File: src/rtl/coreboard1588_pkg.sv
// Shared encodings for the Coreboard1588 timestamped capture engine.
package coreboard1588_pkg;

    typedef enum logic [1:0] {
        TRIG_IMMEDIATE = 2'd0,
        TRIG_EXTERNAL  = 2'd1,
        TRIG_TIME      = 2'd2,
        TRIG_RESERVED  = 2'd3
    } trig_src_e;

    localparam logic [7:0] REC_MAGIC = 8'hA5;
    localparam int         REC_WORDS = 4;

    typedef enum logic [2:0] {
        ST_IDLE  = 3'd0,
        ST_ARMED = 3'd1,
        ST_GRANT = 3'd2,
        ST_WRITE = 3'd3,
        ST_DROP  = 3'd4
    } cap_state_e;

    function automatic logic [31:0] rec_header(input logic [7:0] ch, input logic [15:0] seq);
        return {REC_MAGIC, ch, seq};
    endfunction

endpackage

File: src/rtl/coreboard1588_capture_if.sv
// Multi-channel AXI4-Stream sample bus feeding the capture engine.
interface coreboard1588_capture_if #(
    parameter int C_NUM_CH = 2
);
    logic [32*C_NUM_CH-1:0] tdata;
    logic [C_NUM_CH-1:0]    tvalid;
    logic [C_NUM_CH-1:0]    tready;

    modport master (output tdata, output tvalid, input tready);
    modport slave  (input tdata, input tvalid, output tready);
endinterface

File: src/rtl/coreboard1588_rr_arbiter.sv
// Round-robin arbiter; priority starts at the channel after the last accepted grant.
module coreboard1588_rr_arbiter
    import coreboard1588_pkg::*;
#(
    parameter int C_NUM_CH = 2,
    localparam int IDX_W = (C_NUM_CH > 1) ? $clog2(C_NUM_CH) : 1
) (
    input  logic                clk,
    input  logic                rst,
    input  logic [C_NUM_CH-1:0] req,
    input  logic                accept,
    output logic [C_NUM_CH-1:0] grant,
    output logic [IDX_W-1:0]    grant_idx
);

    logic [IDX_W-1:0]    ptr;
    logic [C_NUM_CH-1:0] req_hi;
    logic [C_NUM_CH-1:0] pool;

    always_comb begin
        req_hi    = '0;
        grant     = '0;
        grant_idx = '0;
        for (int i = 0; i < C_NUM_CH; i++) begin
            req_hi[i] = req[i] && (i >= int'(ptr));
        end
        // Requests at or above the pointer win; otherwise wrap to the lowest request.
        pool = (|req_hi) ? req_hi : req;
        for (int i = C_NUM_CH - 1; i >= 0; i--) begin
            if (pool[i]) begin
                grant     = '0;
                grant[i]  = 1'b1;
                grant_idx = IDX_W'(i);
            end
        end
    end

    always_ff @(posedge clk or posedge rst) begin
        if (rst) begin
            ptr <= '0;
        end else if (accept) begin
            ptr <= (grant_idx == IDX_W'(C_NUM_CH - 1)) ? '0 : grant_idx + 1'b1;
        end
    end

endmodule

File: src/rtl/coreboard1588_capture.sv
// Timestamped multi-channel sample capture into a ping-pong BRAM with per-bank interrupt.
//
// state | meaning
// IDLE  | session off, no tready; waits for ctrl_enable rising edge
// ARMED | waiting for trigger (immediate, ext edge, or rtc >= trigger time)
// GRANT | round-robin handshake of one sample from a masked channel
// WRITE | emitting the 4-word record, one word per cycle
// DROP  | current bank still full; masked samples accepted and discarded
module coreboard1588_capture
    import coreboard1588_pkg::*;
#(
    parameter int C_NUM_CH          = 2,
    parameter int C_BRAM_ADDR_WIDTH = 10
) (
    input  logic                         clk,
    input  logic                         rst,
    coreboard1588_capture_if.slave       s_axis,
    input  logic [31:0]                  rtc_second,
    input  logic [31:0]                  rtc_nanosecond,
    input  logic                         ext_trigger,
    input  logic                         ctrl_enable,
    input  logic [C_NUM_CH-1:0]          ctrl_ch_mask,
    input  logic [1:0]                   ctrl_trigger_source,
    input  logic                         ctrl_trigger_edge,
    input  logic [31:0]                  ctrl_trigger_second,
    input  logic [31:0]                  ctrl_trigger_nanosecond,
    input  logic                         ctrl_irq_ack,
    output logic [C_BRAM_ADDR_WIDTH-1:0] bram_addr,
    output logic                         bram_en,
    output logic                         bram_we,
    output logic [31:0]                  bram_din,
    output logic                         irq,
    output logic [1:0]                   stat_bank_full,
    output logic                         stat_overflow,
    output logic [C_BRAM_ADDR_WIDTH-3:0] stat_fill
);

    localparam int IDX_W     = (C_NUM_CH > 1) ? $clog2(C_NUM_CH) : 1;
    localparam int REC_IDX_W = C_BRAM_ADDR_WIDTH - 3;

    cap_state_e                   state;
    logic                         enable_q;
    logic                         ext_s1, ext_s2, ext_s3;
    logic                         bank;
    logic                         last_set;
    logic [1:0]                   bank_full;
    logic [1:0]                   full_acked;
    logic [1:0]                   full_set;
    logic [15:0]                  seq;
    logic [C_BRAM_ADDR_WIDTH-3:0] fill;
    logic [1:0]                   word_cnt;
    logic [31:0]                  rec_sec, rec_ns, rec_data;
    logic                         overflow;

    logic [C_NUM_CH-1:0] req;
    logic [C_NUM_CH-1:0] grant;
    logic [IDX_W-1:0]    grant_idx;
    logic [C_NUM_CH-1:0] tready_c;
    logic [31:0]         sel_data;
    logic                handshake;
    logic                time_ge;
    logic                trig_fire;
    logic                last_rec;

    assign req       = s_axis.tvalid & ctrl_ch_mask;
    assign handshake = (state == ST_GRANT) && ctrl_enable && (|req);
    assign time_ge   = {rtc_second, rtc_nanosecond} >= {ctrl_trigger_second, ctrl_trigger_nanosecond};
    assign last_rec  = (fill[REC_IDX_W-1:0] == {REC_IDX_W{1'b1}});

    coreboard1588_rr_arbiter #(.C_NUM_CH(C_NUM_CH)) u_arb (
        .clk       (clk),
        .rst       (rst),
        .req       (req),
        .accept    (handshake),
        .grant     (grant),
        .grant_idx (grant_idx)
    );

    always_comb begin
        tready_c = '0;
        if (state == ST_GRANT && ctrl_enable) begin
            tready_c = grant;
        end else if (state == ST_DROP) begin
            tready_c = ctrl_ch_mask;
        end
    end
    assign s_axis.tready = tready_c;

    always_comb begin
        sel_data = '0;
        for (int i = 0; i < C_NUM_CH; i++) begin
            if (grant[i]) sel_data = s_axis.tdata[32*i +: 32];
        end
    end

    always_comb begin
        case (ctrl_trigger_source)
            TRIG_EXTERNAL: trig_fire = ctrl_trigger_edge ? (ext_s3 & ~ext_s2) : (ext_s2 & ~ext_s3);
            TRIG_TIME:     trig_fire = time_ge;
            default:       trig_fire = 1'b1;
        endcase
    end

    // Ack releases the oldest full bank; with both full the older is the one not set last.
    always_comb begin
        full_acked = bank_full;
        if (ctrl_irq_ack) begin
            case (bank_full)
                2'b01:   full_acked = 2'b00;
                2'b10:   full_acked = 2'b00;
                2'b11:   full_acked = last_set ? 2'b10 : 2'b01;
                default: full_acked = bank_full;
            endcase
        end
        full_set       = full_acked;
        full_set[bank] = 1'b1;
    end

    always_ff @(posedge clk or posedge rst) begin
        if (rst) begin
            state     <= ST_IDLE;
            enable_q  <= 1'b0;
            ext_s1    <= 1'b0;
            ext_s2    <= 1'b0;
            ext_s3    <= 1'b0;
            bank      <= 1'b0;
            last_set  <= 1'b0;
            bank_full <= '0;
            irq       <= 1'b0;
            overflow  <= 1'b0;
            seq       <= '0;
            fill      <= '0;
            word_cnt  <= '0;
            rec_sec   <= '0;
            rec_ns    <= '0;
            rec_data  <= '0;
            bram_addr <= '0;
            bram_din  <= '0;
            bram_en   <= 1'b0;
            bram_we   <= 1'b0;
        end else begin
            enable_q  <= ctrl_enable;
            ext_s1    <= ext_trigger;
            ext_s2    <= ext_s1;
            ext_s3    <= ext_s2;
            bank_full <= full_acked;
            irq       <= |full_acked;
            if (state == ST_DROP && |(tready_c & s_axis.tvalid)) overflow <= 1'b1;

            case (state)
                ST_IDLE: begin
                    if (ctrl_enable && !enable_q) begin
                        seq      <= '0;
                        overflow <= 1'b0;
                        fill     <= '0;
                        bank     <= 1'b0;
                        state    <= ST_ARMED;
                    end
                end
                ST_ARMED: begin
                    if (!ctrl_enable)   state <= ST_IDLE;
                    else if (trig_fire) state <= full_acked[bank] ? ST_DROP : ST_GRANT;
                end
                ST_GRANT: begin
                    if (handshake) begin
                        rec_sec   <= rtc_second;
                        rec_ns    <= rtc_nanosecond;
                        rec_data  <= sel_data;
                        bram_addr <= {bank, fill[REC_IDX_W-1:0], 2'b00};
                        bram_din  <= rec_header(8'(grant_idx), seq);
                        bram_en   <= 1'b1;
                        bram_we   <= 1'b1;
                        word_cnt  <= 2'(REC_WORDS - 1);
                        state     <= ST_WRITE;
                    end else if (!ctrl_enable) begin
                        state <= ST_IDLE;
                    end
                end
                ST_WRITE: begin
                    if (word_cnt != 2'd0) begin
                        bram_addr <= bram_addr + 1'b1;
                        case (word_cnt)
                            2'd3:    bram_din <= rec_sec;
                            2'd2:    bram_din <= rec_ns;
                            default: bram_din <= rec_data;
                        endcase
                        word_cnt <= word_cnt - 1'b1;
                    end else begin
                        bram_en <= 1'b0;
                        bram_we <= 1'b0;
                        seq     <= seq + 1'b1;
                        if (last_rec) begin
                            bank_full <= full_set;
                            irq       <= 1'b1;
                            last_set  <= bank;
                            bank      <= ~bank;
                            fill      <= '0;
                        end else begin
                            fill <= fill + 1'b1;
                        end
                        if (!ctrl_enable)                      state <= ST_IDLE;
                        else if (last_rec && full_set[~bank]) state <= ST_DROP;
                        else                                   state <= ST_GRANT;
                    end
                end
                ST_DROP: begin
                    if (!ctrl_enable)           state <= ST_IDLE;
                    else if (!full_acked[bank]) state <= ST_GRANT;
                end
                default: state <= ST_IDLE;
            endcase
        end
    end

    assign stat_bank_full = bank_full;
    assign stat_overflow  = overflow;
    assign stat_fill      = fill;

endmodule

File: src/flat_wrapper.sv
// flat-port wrapper written by rule: the top's interface ports become plain ports
module coreboard1588_capture_flat import coreboard1588_pkg::*;
#(
    parameter int C_NUM_CH          = 2,
    parameter int C_BRAM_ADDR_WIDTH = 10
)
  (clk, rst, rtc_second, rtc_nanosecond, ext_trigger, ctrl_enable, ctrl_ch_mask, ctrl_trigger_source, ctrl_trigger_edge, ctrl_trigger_second, ctrl_trigger_nanosecond, ctrl_irq_ack, bram_addr, bram_en, bram_we, bram_din, irq, stat_bank_full, stat_overflow, stat_fill, s_axis_tdata, s_axis_tvalid, s_axis_tready);
  coreboard1588_capture_if #(.C_NUM_CH(C_NUM_CH)) s_axis_i ();
  input  logic clk;
  input  logic rst;
  input  logic [31:0] rtc_second;
  input  logic [31:0] rtc_nanosecond;
  input  logic ext_trigger;
  input  logic ctrl_enable;
  input  logic [C_NUM_CH-1:0] ctrl_ch_mask;
  input  logic [1:0] ctrl_trigger_source;
  input  logic ctrl_trigger_edge;
  input  logic [31:0] ctrl_trigger_second;
  input  logic [31:0] ctrl_trigger_nanosecond;
  input  logic ctrl_irq_ack;
  output logic [C_BRAM_ADDR_WIDTH-1:0] bram_addr;
  output logic bram_en;
  output logic bram_we;
  output logic [31:0] bram_din;
  output logic irq;
  output logic [1:0] stat_bank_full;
  output logic stat_overflow;
  output logic [C_BRAM_ADDR_WIDTH-3:0] stat_fill;
  input wire logic [$bits(s_axis_i.tdata)-1:0] s_axis_tdata;
  input wire logic [$bits(s_axis_i.tvalid)-1:0] s_axis_tvalid;
  output wire logic [$bits(s_axis_i.tready)-1:0] s_axis_tready;
  assign s_axis_i.tdata = s_axis_tdata;
  assign s_axis_i.tvalid = s_axis_tvalid;
  assign s_axis_tready = s_axis_i.tready;
  coreboard1588_capture #(.C_NUM_CH(C_NUM_CH), .C_BRAM_ADDR_WIDTH(C_BRAM_ADDR_WIDTH)) u_core (.clk(clk), .rst(rst), .s_axis(s_axis_i), .rtc_second(rtc_second), .rtc_nanosecond(rtc_nanosecond), .ext_trigger(ext_trigger), .ctrl_enable(ctrl_enable), .ctrl_ch_mask(ctrl_ch_mask), .ctrl_trigger_source(ctrl_trigger_source), .ctrl_trigger_edge(ctrl_trigger_edge), .ctrl_trigger_second(ctrl_trigger_second), .ctrl_trigger_nanosecond(ctrl_trigger_nanosecond), .ctrl_irq_ack(ctrl_irq_ack), .bram_addr(bram_addr), .bram_en(bram_en), .bram_we(bram_we), .bram_din(bram_din), .irq(irq), .stat_bank_full(stat_bank_full), .stat_overflow(stat_overflow), .stat_fill(stat_fill));
endmodule
File: config.mk
export PLATFORM = sky130hd
export DESIGN_NAME = coreboard1588_capture_flat
export DESIGN_NICKNAME = d
export VERILOG_FILES = /design/src/rtl/coreboard1588_pkg.sv /design/src/rtl/coreboard1588_capture_if.sv /design/src/rtl/coreboard1588_rr_arbiter.sv /design/src/rtl/coreboard1588_capture.sv /design/src/flat_wrapper.sv
export SDC_FILE = /design/constraint.sdc
export NUM_CORES = 1
export LEC_CHECK = 0
export ABC_AREA = 0
export BUFFER_PORTS_ARGS = -buffer_cell sky130_fd_sc_hd__clkbuf_2
export CAP_MARGIN = 15
export CORE_ASPECT_RATIO = 0.9
export CORE_MARGIN = 1.5
export CORE_UTILIZATION = 54
export CTS_CLUSTER_DIAMETER = 120
export CTS_CLUSTER_SIZE = 30
export DETAILED_ROUTE_END_ITERATION = 10
export GPL_ROUTABILITY_DRIVEN = 1
export GPL_TIMING_DRIVEN = 0
export HOLD_SLACK_MARGIN = 0.1
export PLACE_DENSITY = 0.81
export SYNTH_ARGS = -nofsm -noshare
export SYNTH_HDL_FRONTEND = slang
export SYNTH_HIERARCHICAL = 1
export SYNTH_SLANG_ARGS = --single-unit
export TNS_END_PERCENT = 30
File: constraint.sdc
create_clock -name clk -period 6.4 [get_ports clk]
set_input_delay 0.64 -clock clk [delete_from_list [all_inputs] [get_ports clk]]
set_output_delay 0.64 -clock clk [all_outputs]
set_load 0.05 [all_outputs]
### After elaboration in Yosys (flattened, before gate mapping)

Index checks and enable logic that the tools add are counted.

* eq/ne operators: 20
* multiplexer cells: 66
* bitwise gates (word level): 9
* reductions and logical operators: 24
* add/subtract/negate cells: 5
* magnitude comparators: 5

Operator list (number)
* $mux 32: 4
* $pmux 32 s2: 2
* $ge 64x64->1: 1
* $mux 3: 11
* $mux 16: 2
* $pmux 16 s2: 1
* $mux 8: 3
* $mux 2: 11
* $mux 1: 21
* $mux 10: 2
* $pmux 10 s2: 1
* $add 16x1->16 const B: 1
* $pmux 8 s2: 1
* $pmux 3 s5: 1
* $reduce_and 3->1: 4
* $add 10x1->10 const B: 1
* $eq 2x2->1 const B: 5
* $reduce_or 2->1: 5
* $add 8x1->8 const B: 1
* $ne 2x1->1 const B: 4
* $pmux 2 s2: 2
* $eq 7x7->1 const B: 1
* $logic_and 1x1->1: 7
* $eq 3x2->1 const B: 2
* 23 further kinds: 35

* word-level logic and storage cells: 149
* bits of input ports: 204
* output and inout port bits: 58
* register bits after elaboration: 179

### Depth between registers and ports, before layout

* word-level depth: 12
* gate-level depth with buffers: 12

### Cells and area by module

Netlist, hierarchy kept.

By module, submodules not included
* coreboard1588_capture: cells an instance 1165, times used 1, area an instance 9860.7 um2
* coreboard1588_rr_arbiter: cells an instance 8, times used 1, area an instance 67.6 um2

### Worst setup path before layout

OpenSTA, ideal clock, no wires.

* path kind: input to output
* start: in ctrl_ch_mask[0]
* end: out s_axis_tready[1]
* buffers on the path: 2
* data arrival time: 2.213 ns
* slack: 3.547 ns
* required time: 5.760 ns
* stages on the path: 9
* cells stage by stage: and2_1 -> nand2b_1 -> and2_2 -> buf_4 -> clkbuf_1 -> nand3_1 -> nor2_1 -> a21oi_1 -> nor2_1

* cells in the longest elaborated chain, start to end: 6

Ends and longest elaborated chain
* start: declaration: RTL line flat_wrapper.sv:15 `input logic [C_NUM_CH-1:0] ctrl_ch_mask;`
* $and 2x2->2 (*): RTL line coreboard1588_capture.sv:65 `assign req = s_axis.tvalid & ctrl_ch_mask;`
* $logic_and 1x1->1: RTL line coreboard1588_rr_arbiter.sv:25 `req_hi[i] = req[i] && (i >= int'(ptr));`
* $reduce_or 2->1: RTL line coreboard1588_rr_arbiter.sv:28 `pool = (|req_hi) ? req_hi : req;`
* $mux 1 (*): RTL line coreboard1588_rr_arbiter.sv:28
* $mux 2 (*): RTL line coreboard1588_rr_arbiter.sv:30 `if (pool[i]) begin`
* named net u_core.grant[1]: RTL line coreboard1588_capture.sv:56 `logic [C_NUM_CH-1:0] grant;`
* $mux 2 (*): RTL line coreboard1588_capture.sv:81 `if (state == ST_GRANT && ctrl_enable) begin`
* end: declaration: RTL line flat_wrapper.sv:31 `output wire logic [$bits(s_axis_i.tready)-1:0] s_axis_tready;`

Mark *: on every way through the listed nets, which the timed path passes. The rest lies on a longest branch.

### Final worst setup path

* start: in ctrl_ch_mask[0]
* end: out s_axis_tready[1]

* cells in the longest elaborated chain, start to end: 6

Ends and longest elaborated chain
* $and 2x2->2 (*): RTL line coreboard1588_capture.sv:65
* named net u_core.req[0]: RTL line coreboard1588_capture.sv:55 `logic [C_NUM_CH-1:0] req;`
* $logic_and 1x1->1: RTL line coreboard1588_rr_arbiter.sv:25
* $reduce_or 2->1: RTL line coreboard1588_rr_arbiter.sv:28
* $mux 1 (*): RTL line coreboard1588_rr_arbiter.sv:28
* $mux 2 (*): RTL line coreboard1588_rr_arbiter.sv:30
* named net u_core.grant[1]: RTL line coreboard1588_capture.sv:56
* $mux 2 (*): RTL line coreboard1588_capture.sv:81

Marked as above.

==> flow_summary.json <==
{
  "worstMarginPinSlew_ps": 972,
  "grtUsageTotal": 0.321,
  "area_growth_pct": 22.4,
  "total_power_mw": 4.71,
  "fp.dieW_microns": 146,
  "avgSynthCellArea_sq_um": 8.46,
  "io_pins": 262,
  "synth-xor-area-share": 0.0106,
  "clock-sinks": 179,
  "antenna_found_initial": 1,
  "hp-start": "ext_trigger",
  "dpl-instance-area_sq_mm": 0.0116,
  "dieArea_sq_mm": 0.0192,
  "rows": 46,
  "clk_pin_slew_worst_paths_ps": 60,
  "die_y_microns": 132,
  "pre_cts_ws_ps": 3070,
  "period_share": 0.481,
  "fin_util": 0.683,
  "cts_resized": 0,
  "cts_tree": "built",
  "synthAdderAreaFrac": 0.0917,
  "setup.worst_path.end_class": "output pin",
  "slew_viol_final": 0,
  "power_frac_seq": 0.385,
  "grt-ovfl-total": 0,
  "drive_gt1_frac": 0.217,
  "synth_async_sr_flop_share": 1.00,
  "tns_ps": 0,
  "stdcell_area_sq_mm": 0.0122,
  "power_switching_share": 0.425,
  "syn-num-nets": 1449,
  "grt_max_degree": 96,
  "synth_top_area_cell": "dfrtp_1",
  "clk_path_buf_depth": 2,
  "power_switching_mw": 2.00,
  "nFillCells": 1452,
  "worstPathArrival_ps": 2440,
  "synth_simple_gate_area_frac": 0.214,
  "drtPass1Iterations": 6,
  "grt_setup_unrepaired": "no",
  "ys_types": 65,
  "dp_hpwl_microns": 23300,
  "muxShareOfSynthArea": 0.00113,
  "vias": 9647,
  "htreeDepth": 4,
  "synth_area_sq_mm": 0.00993,
  "drc": 0,
  "whs_ps": 315,
  "cts-root-buf": "clkbuf_16",
  "synthFlopType": "dfrtp_1",
  "start_util": 0.558,
  "p_leak_nw": 6.38,
  "grt_pass1_wl_microns": 48300,
  "hold_viol_final": 0,
  "synth.most_common_cell": "nand2_1",
  "antenna_cells": 0,
  "synth.top_cell.area_share": 0.451,
  "core_sq_mm": 0.0178,
  "nets": 1731,
  "synthTopCellsByArea": "dfrtp_1 45%, nand2_1 11%, ha_1 9.1%, a21oi_1 4.3%, nor2_1 4.0%",
  "crit_type": "input port to output pin",
  "synth_enable_flop_cells": 0,
  "r2r.worst_path.cells": 8,
  "status": "completed",
  "post_cts_buffers": 0,
  "max_slew_margin": 0.343,
  "cp-start-kind": "input port",
  "grt_pass1_vias": 9417,
  "ys_top_cells_by_count": "295 x nand2_1, 179 x dfrtp_1, 106 x nor2_1",
  "hold_class": "input port to flip-flop",
  "fmaxAchievable_mhz": 325,
  "place_inst": 1675,
  "synth_top_family_by_area": "simple AND/OR/NAND/NOR gates",
  "finalSetupViolCount": 0,
  "clkPwrFrac": 0.216,
  "critPathRequiredTime_ps": 5760,
  "synth_compound_area_frac": 0.175,
  "insertion_delay_ps": 430,
  "syn_inst": 1173,
  "hold_end": "u_core/ext_s1$_DFF_PP0_",
  "finClkSkew_ps": 6.45,
  "reg2reg_to": "u_core/rec_data[14]$_DFFE_PP0P_",
  "reg2reg_setup_slack_ps": 3740,
  "gp_congestion": 0.913,
  "power_frac_comb": 0.399,
  "period_minus_slack_ps": 3080,
  "wirelength_microns": 29800,
  "cts_buffers": 17,
  "drv_cap": 0,
  "ir_drop_mv": 0.161,
  "stdcell_count": 1708,
  "fin_ws_ps": 3320,
  "drt_iter0_drc": 835,
  "port_buffers": 261,
  "internal-power_mw": 2.71,
  "synth_seq_area_share": 0.451,
  "critPathMaxFanout": 8,
  "min_path_cells": 1,
  "ys_ff_latch": 179,
  "viasPerCell": 5.65,
  "r2r_start": "u_core/u_arb/ptr$_DFFE_PP0P_",
  "ys_warn_count": 6,
  "avgRoutedWirePerCell_microns": 17.5,
  "final_antenna_net_count": 0,
  "powerDensity_mw_per_mm2": 388
}
## how the worst max path moves through the flow
| stage | startpoint | slack, ps | to | depth (start not counted) |
|---|---|---|---|---|
| floorplan | rst | 930 | u_core/bank$_DFFE_PP0P_ | 1 |
| global placement | rst | -1010 | u_core/rec_sec[6]$_DFFE_PP0P_ | 2 |
| detailed placement | rtc_nanosecond[0] | 3070 | u_core/state[1]$_DFFE_PP0P_ | 10 |
| CTS | ctrl_ch_mask[0] | 3360 | s_axis_tready[1] | 11 |
| global route | ctrl_ch_mask[0] | 3120 | s_axis_tready[1] | 11 |
| finish | ctrl_ch_mask[0] | 3320 | s_axis_tready[1] | 11 |
## registers in the layout, summed over array words and instances, names as in the netlist, 3 cells and up
name / cells
u_core/bram_din: 32
u_core/rec_data: 32
u_core/rec_ns: 32
u_core/rec_sec: 32
u_core/seq: 16
u_core/bram_addr: 10
u_core/stat_fill: 8
u_core/state: 3
## worst max-delay path, stage by stage
cell and delay (ps):
clkbuf_2 90, and2_1 200, nand2b_1 100, and2_2 160, buf_4 100, clkbuf_1 420, nand3_1 140, nor2_1 110
a21oi_1 50, nor2_1 140, clkbuf_2 300
## what timing repair did
item,CTS,global route
setup endpoints to repair,0,0
hold buffers,1,0
endpoints found under the hold margin,1,0
## power groups by stage
stage                     clock network (mW)  registers (mW)  logic (mW)
after floorplan                            0            2.11       0.970
after global placement                     0            1.80        1.81
after detailed placement                   0            1.82        1.86
after CTS                               1.03            1.80        1.86
after global routing                    1.08            1.85        2.06
final                                   1.02            1.81        1.88
## cell usage in the layout, fill, tap and decap left out, types with 3 or more instances in the layout
cell type	instances
nand2_1	295
clkbuf_2	261
dfrtp_1	179
nor2_1	106
a21oi_1	86
inv_1	75
ha_1	72
o21ai_0	62
clkbuf_1	55
a221oi_1	32
a22oi_1	24
nand3_1	18
clkbuf_16	17
a22o_1	16
nand4_1	15
xor2_1	11
nand2b_1	10
and3_1	9
a31oi_1	9
buf_2	8
nor3_1	8
a21o_1	6
nor4_1	6
clkinvlp_4	5
nor2_2	5
or3_1	5
a211oi_1	5
and2_1	4
buf_1	3
buf_4	3
a32oi_1	3
o22ai_1	3
## layer usage
| layer | vias up | track usage | wire length, microns |
|---|---|---|---|
| li1 | 4577 | - | - |
| met5 | - | 0 | 12 |
| met2 | 479 | 0.515 | 14000 |
| met1 | 4523 | 0.430 | 12400 |
| met3 | 66 | 0.0587 | 2410 |
| met4 | 2 | 0.134 | 999 |
## cell type report
class / count / area, sq um / area share
Clock buffer: 24 / 472 / 0.0388
Tap cell: 240 / 300 / 0.0247
Multi-Input combinational cell: 852 / 4890 / 0.402
Sequential cell: 179 / 4480 / 0.369
Buffer: 65 / 273 / 0.0224
Inverter: 77 / 297 / 0.0244
Timing Repair Buffer: 263 / 1340 / 0.111
Clock inverter: 8 / 103 / 0.00844
## kinds of logic after synthesis
kind of cell | count (synthesis)
AOI/OAI and AO/OA | 269
DFF | 179
buffers and inverters | 142
adders and majority gates | 73
and+or+nand+nor | 497
muxes | 1
xor gates and xnor gates | 12
(Power assumes the default switching activity.)
